===== src/rtl/design_48_pkg.sv =====
// Shared types and constants for the design_48 initiator-side host.
package design_48_pkg;

  // Host sequencing states.
  typedef enum logic [1:0] {
    IDLE  = 2'd0,
    ISSUE = 2'd1,
    WAIT  = 2'd2,
    HOLD  = 2'd3
  } state_e;

  // Watchdog counter width; bounds TIMEOUT to 1..255.
  localparam int unsigned WD_W = 8;

  // Default operand/result width of the compute block.
  localparam int unsigned DEF_W = 16;

endpackage : design_48_pkg


===== src/rtl/design_48_host_if.sv =====
// Operand stream, result stream and compute-block port bundle for design_48_host.
interface design_48_host_if
  import design_48_pkg::*;
#(
  parameter int unsigned W = DEF_W
);
  logic         in_valid;
  logic         in_ready;
  logic [W-1:0] in_a;
  logic [W-1:0] in_b;
  logic         out_valid;
  logic         out_ready;
  logic [W-1:0] out_y;
  logic         out_err;
  logic         busy;
  logic         dut_start;
  logic [W-1:0] dut_a;
  logic [W-1:0] dut_b;
  logic [W-1:0] dut_y;
  logic         dut_valid;

  // Environment side: produces operands, consumes results, plays the compute block.
  modport master (
    output in_valid, in_a, in_b, out_ready, dut_y, dut_valid,
    input  in_ready, out_valid, out_y, out_err, busy, dut_start, dut_a, dut_b
  );

  // Host side.
  modport slave (
    input  in_valid, in_a, in_b, out_ready, dut_y, dut_valid,
    output in_ready, out_valid, out_y, out_err, busy, dut_start, dut_a, dut_b
  );

endinterface : design_48_host_if


===== src/rtl/design_48_host_fifo.sv =====
// Operand-pair FIFO: 2*W wide, DEPTH entries, pointers wrap modulo DEPTH.
module design_48_host_fifo #(
  parameter int unsigned W     = 16,
  parameter int unsigned DEPTH = 4
) (
  input  logic                         clk,
  input  logic                         rst_n,
  input  logic                         push,
  input  logic [2*W-1:0]               wdata,
  input  logic                         pop,
  output logic [2*W-1:0]               rdata,
  output logic                         full,
  output logic                         empty,
  output logic [$clog2(DEPTH):0]       count_nxt_c
);
  localparam int unsigned PW = $clog2(DEPTH);
  localparam int unsigned CW = PW + 1;

  logic [2*W-1:0] mem_q [DEPTH];
  logic [PW-1:0]  wr_ptr_q, wr_ptr_d;
  logic [PW-1:0]  rd_ptr_q, rd_ptr_d;
  logic [CW-1:0]  count_q, count_d;
  logic           push_ok;
  logic           pop_ok;

  assign full    = (count_q == CW'(DEPTH));
  assign empty   = (count_q == '0);
  assign push_ok = push && !full;
  assign pop_ok  = pop && !empty;
  assign rdata   = mem_q[rd_ptr_q];
  assign count_nxt_c = count_d;

  // Pointer and occupancy update; simultaneous push/pop keeps the count.
  always_comb begin
    wr_ptr_d = wr_ptr_q;
    rd_ptr_d = rd_ptr_q;
    count_d  = count_q;
    if (push_ok) wr_ptr_d = wr_ptr_q + PW'(1);
    if (pop_ok)  rd_ptr_d = rd_ptr_q + PW'(1);
    case ({push_ok, pop_ok})
      2'b10:   count_d = count_q + CW'(1);
      2'b01:   count_d = count_q - CW'(1);
      default: count_d = count_q;
    endcase
  end

  // Pointer/count registers.
  always_ff @(posedge clk or negedge rst_n) begin
    if (!rst_n) begin
      wr_ptr_q <= '0;
      rd_ptr_q <= '0;
      count_q  <= '0;
    end else begin
      wr_ptr_q <= wr_ptr_d;
      rd_ptr_q <= rd_ptr_d;
      count_q  <= count_d;
    end
  end

  // Storage array; contents are don't-care until written, so no reset.
  always_ff @(posedge clk) begin
    if (push_ok) mem_q[wr_ptr_q] <= wdata;
  end

endmodule : design_48_host_fifo


===== src/rtl/design_48_host.sv =====
// Initiator-side driver: buffers operand pairs, issues them to the compute
// block one at a time, returns results (or timeouts) on a result stream.
module design_48_host
  import design_48_pkg::*;
#(
  parameter int unsigned W       = DEF_W,
  parameter int unsigned DEPTH   = 4,
  parameter int unsigned TIMEOUT = 15
) (
  input logic            clk,
  input logic            rst_n,
  design_48_host_if.slave bus
);
  localparam int unsigned CW = $clog2(DEPTH) + 1;

  state_e          state_q, state_d;
  logic [WD_W-1:0] wd_q, wd_d;
  logic            dut_start_q, dut_start_d;
  logic [W-1:0]    dut_a_q, dut_a_d;
  logic [W-1:0]    dut_b_q, dut_b_d;
  logic            out_valid_q, out_valid_d;
  logic [W-1:0]    out_y_q, out_y_d;
  logic            out_err_q, out_err_d;
  logic            busy_q, busy_d;

  logic            fifo_push;
  logic            fifo_pop;
  logic            fifo_full;
  logic            fifo_empty;
  logic [2*W-1:0]  fifo_rdata;
  logic [CW-1:0]   fifo_count_nxt;

  assign bus.in_ready = !fifo_full;
  assign fifo_push    = bus.in_valid && !fifo_full;

  design_48_host_fifo #(
    .W     (W),
    .DEPTH (DEPTH)
  ) u_fifo (
    .clk         (clk),
    .rst_n       (rst_n),
    .push        (fifo_push),
    .wdata       ({bus.in_a, bus.in_b}),
    .pop         (fifo_pop),
    .rdata       (fifo_rdata),
    .full        (fifo_full),
    .empty       (fifo_empty),
    .count_nxt_c (fifo_count_nxt)
  );

  // Next-state, watchdog and registered-output computation.
  always_comb begin
    state_d     = state_q;
    wd_d        = wd_q;
    dut_start_d = 1'b0;
    dut_a_d     = dut_a_q;
    dut_b_d     = dut_b_q;
    out_valid_d = out_valid_q;
    out_y_d     = out_y_q;
    out_err_d   = out_err_q;
    fifo_pop    = 1'b0;
    busy_d      = 1'b0;

    case (state_q)
      IDLE: begin
        if (!fifo_empty) begin
          fifo_pop    = 1'b1;
          dut_a_d     = fifo_rdata[2*W-1:W];
          dut_b_d     = fifo_rdata[W-1:0];
          dut_start_d = 1'b1;
          state_d     = ISSUE;
        end
      end
      ISSUE: begin
        wd_d    = '0;
        state_d = WAIT;
      end
      WAIT: begin
        if (bus.dut_valid) begin
          out_y_d     = bus.dut_y;
          out_err_d   = 1'b0;
          out_valid_d = 1'b1;
          state_d     = HOLD;
        end else if (wd_q == WD_W'(TIMEOUT)) begin
          out_y_d     = '0;
          out_err_d   = 1'b1;
          out_valid_d = 1'b1;
          state_d     = HOLD;
        end else begin
          wd_d = wd_q + WD_W'(1);
        end
      end
      HOLD: begin
        if (out_valid_q && bus.out_ready) begin
          out_valid_d = 1'b0;
          state_d     = IDLE;
        end
      end
      default: state_d = IDLE;
    endcase

    busy_d = (state_d != IDLE) || (fifo_count_nxt != '0);
  end

  // State and output registers.
  always_ff @(posedge clk or negedge rst_n) begin
    if (!rst_n) begin
      state_q     <= IDLE;
      wd_q        <= '0;
      dut_start_q <= 1'b0;
      dut_a_q     <= '0;
      dut_b_q     <= '0;
      out_valid_q <= 1'b0;
      out_y_q     <= '0;
      out_err_q   <= 1'b0;
      busy_q      <= 1'b0;
    end else begin
      state_q     <= state_d;
      wd_q        <= wd_d;
      dut_start_q <= dut_start_d;
      dut_a_q     <= dut_a_d;
      dut_b_q     <= dut_b_d;
      out_valid_q <= out_valid_d;
      out_y_q     <= out_y_d;
      out_err_q   <= out_err_d;
      busy_q      <= busy_d;
    end
  end

  assign bus.dut_start = dut_start_q;
  assign bus.dut_a     = dut_a_q;
  assign bus.dut_b     = dut_b_q;
  assign bus.out_valid = out_valid_q;
  assign bus.out_y     = out_y_q;
  assign bus.out_err   = out_err_q;
  assign bus.busy      = busy_q;

endmodule : design_48_host


===== src/flat_wrapper.sv =====
// flat-port wrapper written by rule: the top's interface ports become plain ports
module design_48_host_flat import design_48_pkg::*;
#(
  parameter int unsigned W       = DEF_W,
  parameter int unsigned DEPTH   = 4,
  parameter int unsigned TIMEOUT = 15
)
  (clk, rst_n, bus_in_valid, bus_in_a, bus_in_b, bus_out_ready, bus_dut_y, bus_dut_valid, bus_in_ready, bus_out_valid, bus_out_y, bus_out_err, bus_busy, bus_dut_start, bus_dut_a, bus_dut_b);
  design_48_host_if #(.W(W)) bus_i ();
  input logic clk;
  input logic rst_n;
  input wire logic [$bits(bus_i.in_valid)-1:0] bus_in_valid;
  input wire logic [$bits(bus_i.in_a)-1:0] bus_in_a;
  input wire logic [$bits(bus_i.in_b)-1:0] bus_in_b;
  input wire logic [$bits(bus_i.out_ready)-1:0] bus_out_ready;
  input wire logic [$bits(bus_i.dut_y)-1:0] bus_dut_y;
  input wire logic [$bits(bus_i.dut_valid)-1:0] bus_dut_valid;
  output wire logic [$bits(bus_i.in_ready)-1:0] bus_in_ready;
  output wire logic [$bits(bus_i.out_valid)-1:0] bus_out_valid;
  output wire logic [$bits(bus_i.out_y)-1:0] bus_out_y;
  output wire logic [$bits(bus_i.out_err)-1:0] bus_out_err;
  output wire logic [$bits(bus_i.busy)-1:0] bus_busy;
  output wire logic [$bits(bus_i.dut_start)-1:0] bus_dut_start;
  output wire logic [$bits(bus_i.dut_a)-1:0] bus_dut_a;
  output wire logic [$bits(bus_i.dut_b)-1:0] bus_dut_b;
  assign bus_i.in_valid = bus_in_valid;
  assign bus_i.in_a = bus_in_a;
  assign bus_i.in_b = bus_in_b;
  assign bus_i.out_ready = bus_out_ready;
  assign bus_i.dut_y = bus_dut_y;
  assign bus_i.dut_valid = bus_dut_valid;
  assign bus_in_ready = bus_i.in_ready;
  assign bus_out_valid = bus_i.out_valid;
  assign bus_out_y = bus_i.out_y;
  assign bus_out_err = bus_i.out_err;
  assign bus_busy = bus_i.busy;
  assign bus_dut_start = bus_i.dut_start;
  assign bus_dut_a = bus_i.dut_a;
  assign bus_dut_b = bus_i.dut_b;
  design_48_host #(.W(W), .DEPTH(DEPTH), .TIMEOUT(TIMEOUT)) u_core (.clk(clk), .rst_n(rst_n), .bus(bus_i));
endmodule

===== config.mk =====
export PLATFORM = sky130hd
export DESIGN_NAME = design_48_host_flat
export DESIGN_NICKNAME = d
export VERILOG_FILES = /design/src/rtl/design_48_pkg.sv /design/src/rtl/design_48_host_if.sv /design/src/rtl/design_48_host_fifo.sv /design/src/rtl/design_48_host.sv /design/src/flat_wrapper.sv
export SDC_FILE = /design/constraint.sdc
export NUM_CORES = 1
export LEC_CHECK = 0
export ABC_AREA = 1
export BUFFER_PORTS_ARGS = -buffer_cell sky130_fd_sc_hd__buf_2
export CORE_ASPECT_RATIO = 0.9
export CORE_MARGIN = 2
export CORE_UTILIZATION = 30
export DETAILED_ROUTE_END_ITERATION = 10
export PLACE_DENSITY = 0.55
export SLEW_MARGIN = 5
export SYNTH_ARGS = -nofsm -noshare
export SYNTH_HDL_FRONTEND = slang
export SYNTH_SLANG_ARGS = --single-unit
export TNS_END_PERCENT = 5

===== constraint.sdc =====
create_clock -name clk -period 3.18 [get_ports clk]
set_clock_uncertainty 0.1 [all_clocks]
set_input_delay 0.636 -clock clk [delete_from_list [all_inputs] [get_ports clk]]
set_output_delay 0.636 -clock clk [all_outputs]
set_load 0.01 [all_outputs]

* Word level (Yosys, flattened, before mapping)
Memory sizes are Yosys's and may differ from the RTL's. A register that Yosys moved wholly into a read port is not among the register bits.
Cells that the tools add are included.
Widths: inputs -> output; s select.
** Cells by class
- Reductions and logical operators :: 19
- $add $sub $neg :: 5
- Bitwise logic cells :: 1
- Muxes and demuxes :: 20
- Eq/ne operators :: 11
** Operators with widths (number)
- $mux 16 :: 2
- $mux 8 :: 2
- $pmux 8 s2 :: 1
- $add 8x1->8 const B :: 1
- $eq 8x4->1 const B :: 1
- $mux 1 :: 8
- $mux 2 :: 4
- $pmux 2 s4 :: 1
- $reduce_bool 2->1 :: 4
- $eq 2x2->1 const B :: 3
- $pmux 3 s2 :: 1
- $reduce_and 3->1 :: 2
- $add 2x1->2 const B :: 2
- $eq 2x1->1 const B :: 2
- $logic_and 1x1->1 :: 4
- $ne 2x2->1 const B :: 2
- $reduce_and 2->1 :: 2
- $add 3x1->3 const B :: 1
- $eq 3x3->1 const B :: 1
- $logic_not 1->1 :: 3
- $logic_not 3->1 :: 1
- $ne 3x2->1 const B :: 1
- $reduce_bool 3->1 :: 1
- $sub 3x1->3 const B :: 1
- 5 further kinds :: 5
** Storage, ports and cells
- Memories :: 1
- Bits of input ports :: 53
- Bits in registers :: 37
- Bits in writable memories :: 128
- Output and inout bits :: 53
** Memory list
- u_core.u_fifo.mem_q :: depth 4, bits a word 32, read ports 1, clocked after Yosys merged registers in 1, write ports 1, line design_48_host_fifo.sv:19 : logic [2*W-1:0] mem_q [DEPTH];

* Logic depth before layout (Yosys ltp)
- Depth in word-level cells :: 8
- Depth in mapped cells :: 14
- Mapped depth without buffers :: 12

* By module
Synthesis repeated with hierarchy kept, for this count alone.
** Unflattened totals
- Cell total of the unflattened synthesis :: 746
- Area, all modules :: 8185.4 µm²
** By module, submodules not included
- design_48_host_fifo :: area an instance 5572.8 µm², times used 1, cells an instance 435
- design_48_host :: area an instance 2612.5 µm², times used 1, cells an instance 311

* Worst setup path after synthesis
Ideal clock, no wire load.
- Path type :: in2reg
- Start point :: input port bus_in_valid
- End point :: memory u_core.u_fifo.mem_q[0][0] (netlist name), enable pin
- Stages :: 2
- Required time :: 2.659 ns
- Path slack :: 0.484 ns
- Data arrival time :: 2.174 ns
- Path through :: nand2_1 > nor2_1
** Between the ends
- Cells in the longest elaborated chain, start to end :: 4
** Ends and longest elaborated chain
- start, declared :: line flat_wrapper.sv:12 : input wire logic [$bits(bus_i.in_valid)-1:0] bus_in_valid;
- $logic_and 1x1->1 :: line design_48_host.sv:34 : assign fifo_push = bus.in_valid && !fifo_full;
- $logic_and 1x1->1 :: line design_48_host_fifo.sv:28 : assign push_ok = push && !full;
- $mux 1 :: line design_48_host_fifo.sv:62 : if (push_ok) mem_q[wr_ptr_q] <= wdata;
- $mux 1 (implied by the code) :: line design_48_host_fifo.sv:62
- end, declared :: line design_48_host_fifo.sv:19
Every way passes these cells.

* Worst setup path after layout
- Start point :: register u_core.u_fifo.count_q[0]
- End point :: register u_core.busy_q, in the netlist u_core.bus.busy
** Between the ends
- Cells in the longest elaborated chain, start to end :: 8
- Elaborated cells on any way between the ends :: 19
** Ends and longest elaborated chain
- start, declared :: line design_48_host_fifo.sv:22 : logic [CW-1:0] count_q, count_d;
- start signal, assigned :: line design_48_host_fifo.sv:56 : count_q <= count_d;
- $logic_not 3->1 / $eq 3x3->1 (equally long branches) :: line design_48_host_fifo.sv:27, design_48_host_fifo.sv:26
- $mux 1 / $logic_not 1->1 (equally long branches) :: line design_48_host.sv:66, design_48_host_fifo.sv:28, design_48_host.sv:34
- $mux 1 / $logic_and 1x1->1 (equally long branches) :: line design_48_host.sv:64, design_48_host.sv:34
- $logic_and 1x1->1, on equally long branches :: line design_48_host_fifo.sv:29, design_48_host_fifo.sv:28
- $eq 2x1->1 / $eq 2x2->1 (equally long branches) :: line design_48_host_fifo.sv:40 : case ({push_ok, pop_ok})
- $pmux 3 s2 (*) :: line design_48_host_fifo.sv:40
- net u_core.fifo_count_nxt[2] :: line design_48_host.sv:31 : logic [CW-1:0] fifo_count_nxt;
- $reduce_bool 3->1 (*) :: line design_48_host.sv:102 : busy_d = (state_d != IDLE) || (fifo_count_nxt != '0);
- $logic_or 1x1->1 (*) :: line design_48_host.sv:102
- net u_core.busy_d :: line design_48_host.sv:24 : logic busy_q, busy_d;
- end signal, assigned :: line design_48_host.sv:126 : busy_q <= busy_d;
- end, declared :: line design_48_host.sv:24
The timed path passes the listed nets; every way through them passes the cells marked *.
A chain may end at the register's enable or synchronous reset.

==> results.yml <==
placement:
  port_buffers: 105
  finalWeightedCongestion: 0.772
  place_hpwl_mm: 10.1
power_and_ir_drop:
  swShare_pct: 26.8
  power_leakage_nw: 3.91
  power.density_nw_per_um2: 643
  combPwrFrac_pct: 10.1
  vdd_drop_max_mv: 0.403
  clkPwrFrac_pct: 36.1
  p_sw_w: 0.00160
  internal_power_w: 0.00436
  p_seq_share_pct: 53.8
critical_path:
  worstPathCellList: "inv_1 -> nand3b_1 -> nand2_2 -> inv_2 -> ha_1 -> fa_1 -> nand2_1 -> nand2_1 -> nor2_1 -> xor2_1 -> inv_1 -> nand3b_1"
  criticalPathCategory: "flip-flop to flip-flop"
  endpoint_kind: "flip-flop"
  cp-start-kind: "flip-flop"
  worst-path-buf-inv: 3
  crit_arrival_ns: 2.38
  critPathRequiredTime_ns: 3.45
  path_delay_family: "adder cells"
  crit_slowest_cell: "dfrtp_1"
  cpPeakStageDelay_ns: 0.43
  critPathMaxFanout: 5
logic_synthesis:
  ys_types: 31
  synth_top_area_cell: "edfxtp_1"
  synth_area_leaders: "edfxtp_1 49%, dfrtp_1 22%, nor2_1 8.9%, nand2_1 4.4%, o21ai_0 4.3%"
  yosys-top-cells-count: "185 x nor2_1, 128 x edfxtp_1, 91 x nand2_1"
  syn-cell-area_um2: 7790
  synth-seq-area-share_pct: 71.5
  async_reset_ff_share_pct: 35.0
  synth_cells: 668
  synth_edf_count: 128
  synth_top_area_share_pct: 49.3
  synth-seq-cells: 197
  synth_top_flop_cell: "edfxtp_1"
  synthesis.nets: 728
  yosys_warnings: 0
  avgSynthCellArea_um2: 11.7
  synth.most_common_cell: "nor2_1"
timing:
  rsz0062_at_grt: "false"
  final_max_slew_viol_count: 0
  period_minus_slack_ns: 2.11
  worst_pin_slew_ns: 1.01
  setup_viol: 0
  fin_setup_tns_ns: 0
  fmax_ghz: 0.475
  hold_slack_ns: 0.254
  hold_viol: 0
  finalCritPeriodShare_pct: 66.3
  relSlewSlack_pct: 32.5
detailed_routing:
  routedWlPerCell_um: 15.1
  via_per_inst: 4.42
  drc: 0
  first_pass_iters: 5
  ant_nets: 0
  vias: 4979
  finalWirelength_mm: 17.0
  drt-initial-drc-count: 324
final_layout:
  fin_nets: 831
  drive_gt1_share_pct: 21.6
  area_growth_pct: 19.0
die:
  coreArea_um2: 25300
  core.rowCount: 55
  die_y_um: 157
  initial_core_util_pct: 30.8
  ioPinCount: 106
  die_area_um2: 27300
  die_x_um: 174
global_route:
  grt_overflow: 0
  grt_antenna_before_repair: 4
  gr-usage-all-layers_pct: 13.0
  grt_max_degree: 70
  grt_pass1_wl_mm: 27.1
  first_global_vias: 4769
outcome:
  outcome: "finished, final reports clean"
clock_network:
  cts-buffers-inserted: 17
  cts.sinks: 197
  post-cts-setup-buffers: 0
  cts.path.max_buffers: 2
  cts_hold_buf: 0
  post_cts_resized: 0
  cts_tree: "built"
  h-tree-depth: 4
  clk_latency_ns: 0.43
  clkTransAtPathRegs_ns: 0.08
  clockRootBuffer: "clkbuf_16"
job:
  maxCapViolCount: 0
min_path:
  hp-class: "input pin to async pin"
-- final cells by class --
cell class / instances / area, µm²
inverter: 24 / 90.1
multi-input combinational: 416 / 1970
fill: 2497 / 16100
clock inverter: 15 / 176
tap: 342 / 428
clock buffer: 17 / 425
timing repair buffer: 115 / 603
antenna: 1 / 2.50
sequential: 197 / 5570
-- cells in the final DEF, fill, tap and decap left out, types with 11 or more instances in the layout --
master / n
edfxtp_1: 128
buf_2: 104
nor2_1: 181
nand2_1: 91
buf_4: 11
o21ai_0: 67
inv_1: 19
clkbuf_16: 17
dfrtp_1: 67
a31oi_1: 32
-- routing by layer --
metal	up-vias	wire length (µm)	track usage, %
li1	2476	-	-
met1	2350	8280	18.1
met2	128	7530	20.1
met3	19	976	3.47
met4	6	165	3.48
met5	-	32	0
-- path summary, 6_finish.rpt --
path	start	endpoint	slack (ns)	cells past startpoint
max	u_core.u_fifo.count_q[0]	u_core.bus.busy	1.07	12
min	rst_n	u_core.bus.out_y[9]	0.25	1
max reg2reg	u_core.u_fifo.count_q[0]	u_core.bus.busy	1.07	12
min reg2reg	u_core.bus.out_y[11]	u_core.bus.out_y[11]	0.37	2
max in group asynchronous	rst_n	u_core.u_fifo.rd_ptr_q[0]	1.99	1
min in group clk	bus_dut_y[3]	u_core.bus.out_y[3]	0.31	3
-- logic make-up (layout without fill, tap and decap cells) --
logic type | count (synthesis) | after routing | share of synthesized area, %
AOI/OAI and AO/OA | 105 | 105 | 7.66
xor gates and xnor gates | 5 | 5 | 0.562
adders and majority gates | 7 | 7 | 1.22
buffers and inverters | 55 | 171 | 3.60
DFF | 197 | 197 | 71.5
other | 0 | 1 | 0
and+or+nand+nor | 299 | 299 | 15.4
-- power by group through the flow --
stage | logic (W) | registers [W] | clock network, W
after floorplan | 0.000327 | 0.00326 | 0
after global placement | 0.000602 | 0.00325 | 0
after detailed placement | 0.000613 | 0.00326 | 0
after CTS | 0.000615 | 0.00321 | 0.00220
after global routing | 0.000686 | 0.00324 | 0.00230
final | 0.000600 | 0.00321 | 0.00215
-- per-stage QoR --
stage | cell area [µm²] | utilization, % | std cells | setup slack, ns | total power (W)
after detailed placement | 8660 | 34.2 | 1094 | 0.987 | 0.00387
after CTS | 9260 | 36.6 | 1126 | 1.06 | 0.00602
after global routing | 9260 | 36.6 | 1126 | 0.903 | 0.00623
after floorplan | 7790 | - | 668 | 0.484 | 0.00358
final | 9270 | 36.6 | 1127 | 1.07 | 0.00596
after global placement | 8660 | 34.2 | 1094 | 1.01 | 0.00386
-- flip-flops by register name, summed over array words and instances, names as in the netlist, 2 cells and up --
register	flops
u_core.state_q	2
u_core.u_fifo.wr_ptr_q	2
u_core.u_fifo.count_q	3
u_core.bus.out_y	16
u_core.bus.dut_b	16
u_core.u_fifo.mem_q	128
u_core.u_fifo.rd_ptr_q	2
u_core.wd_q	8
u_core.bus.dut_a	16
Power figures use the tool's default switching activity.
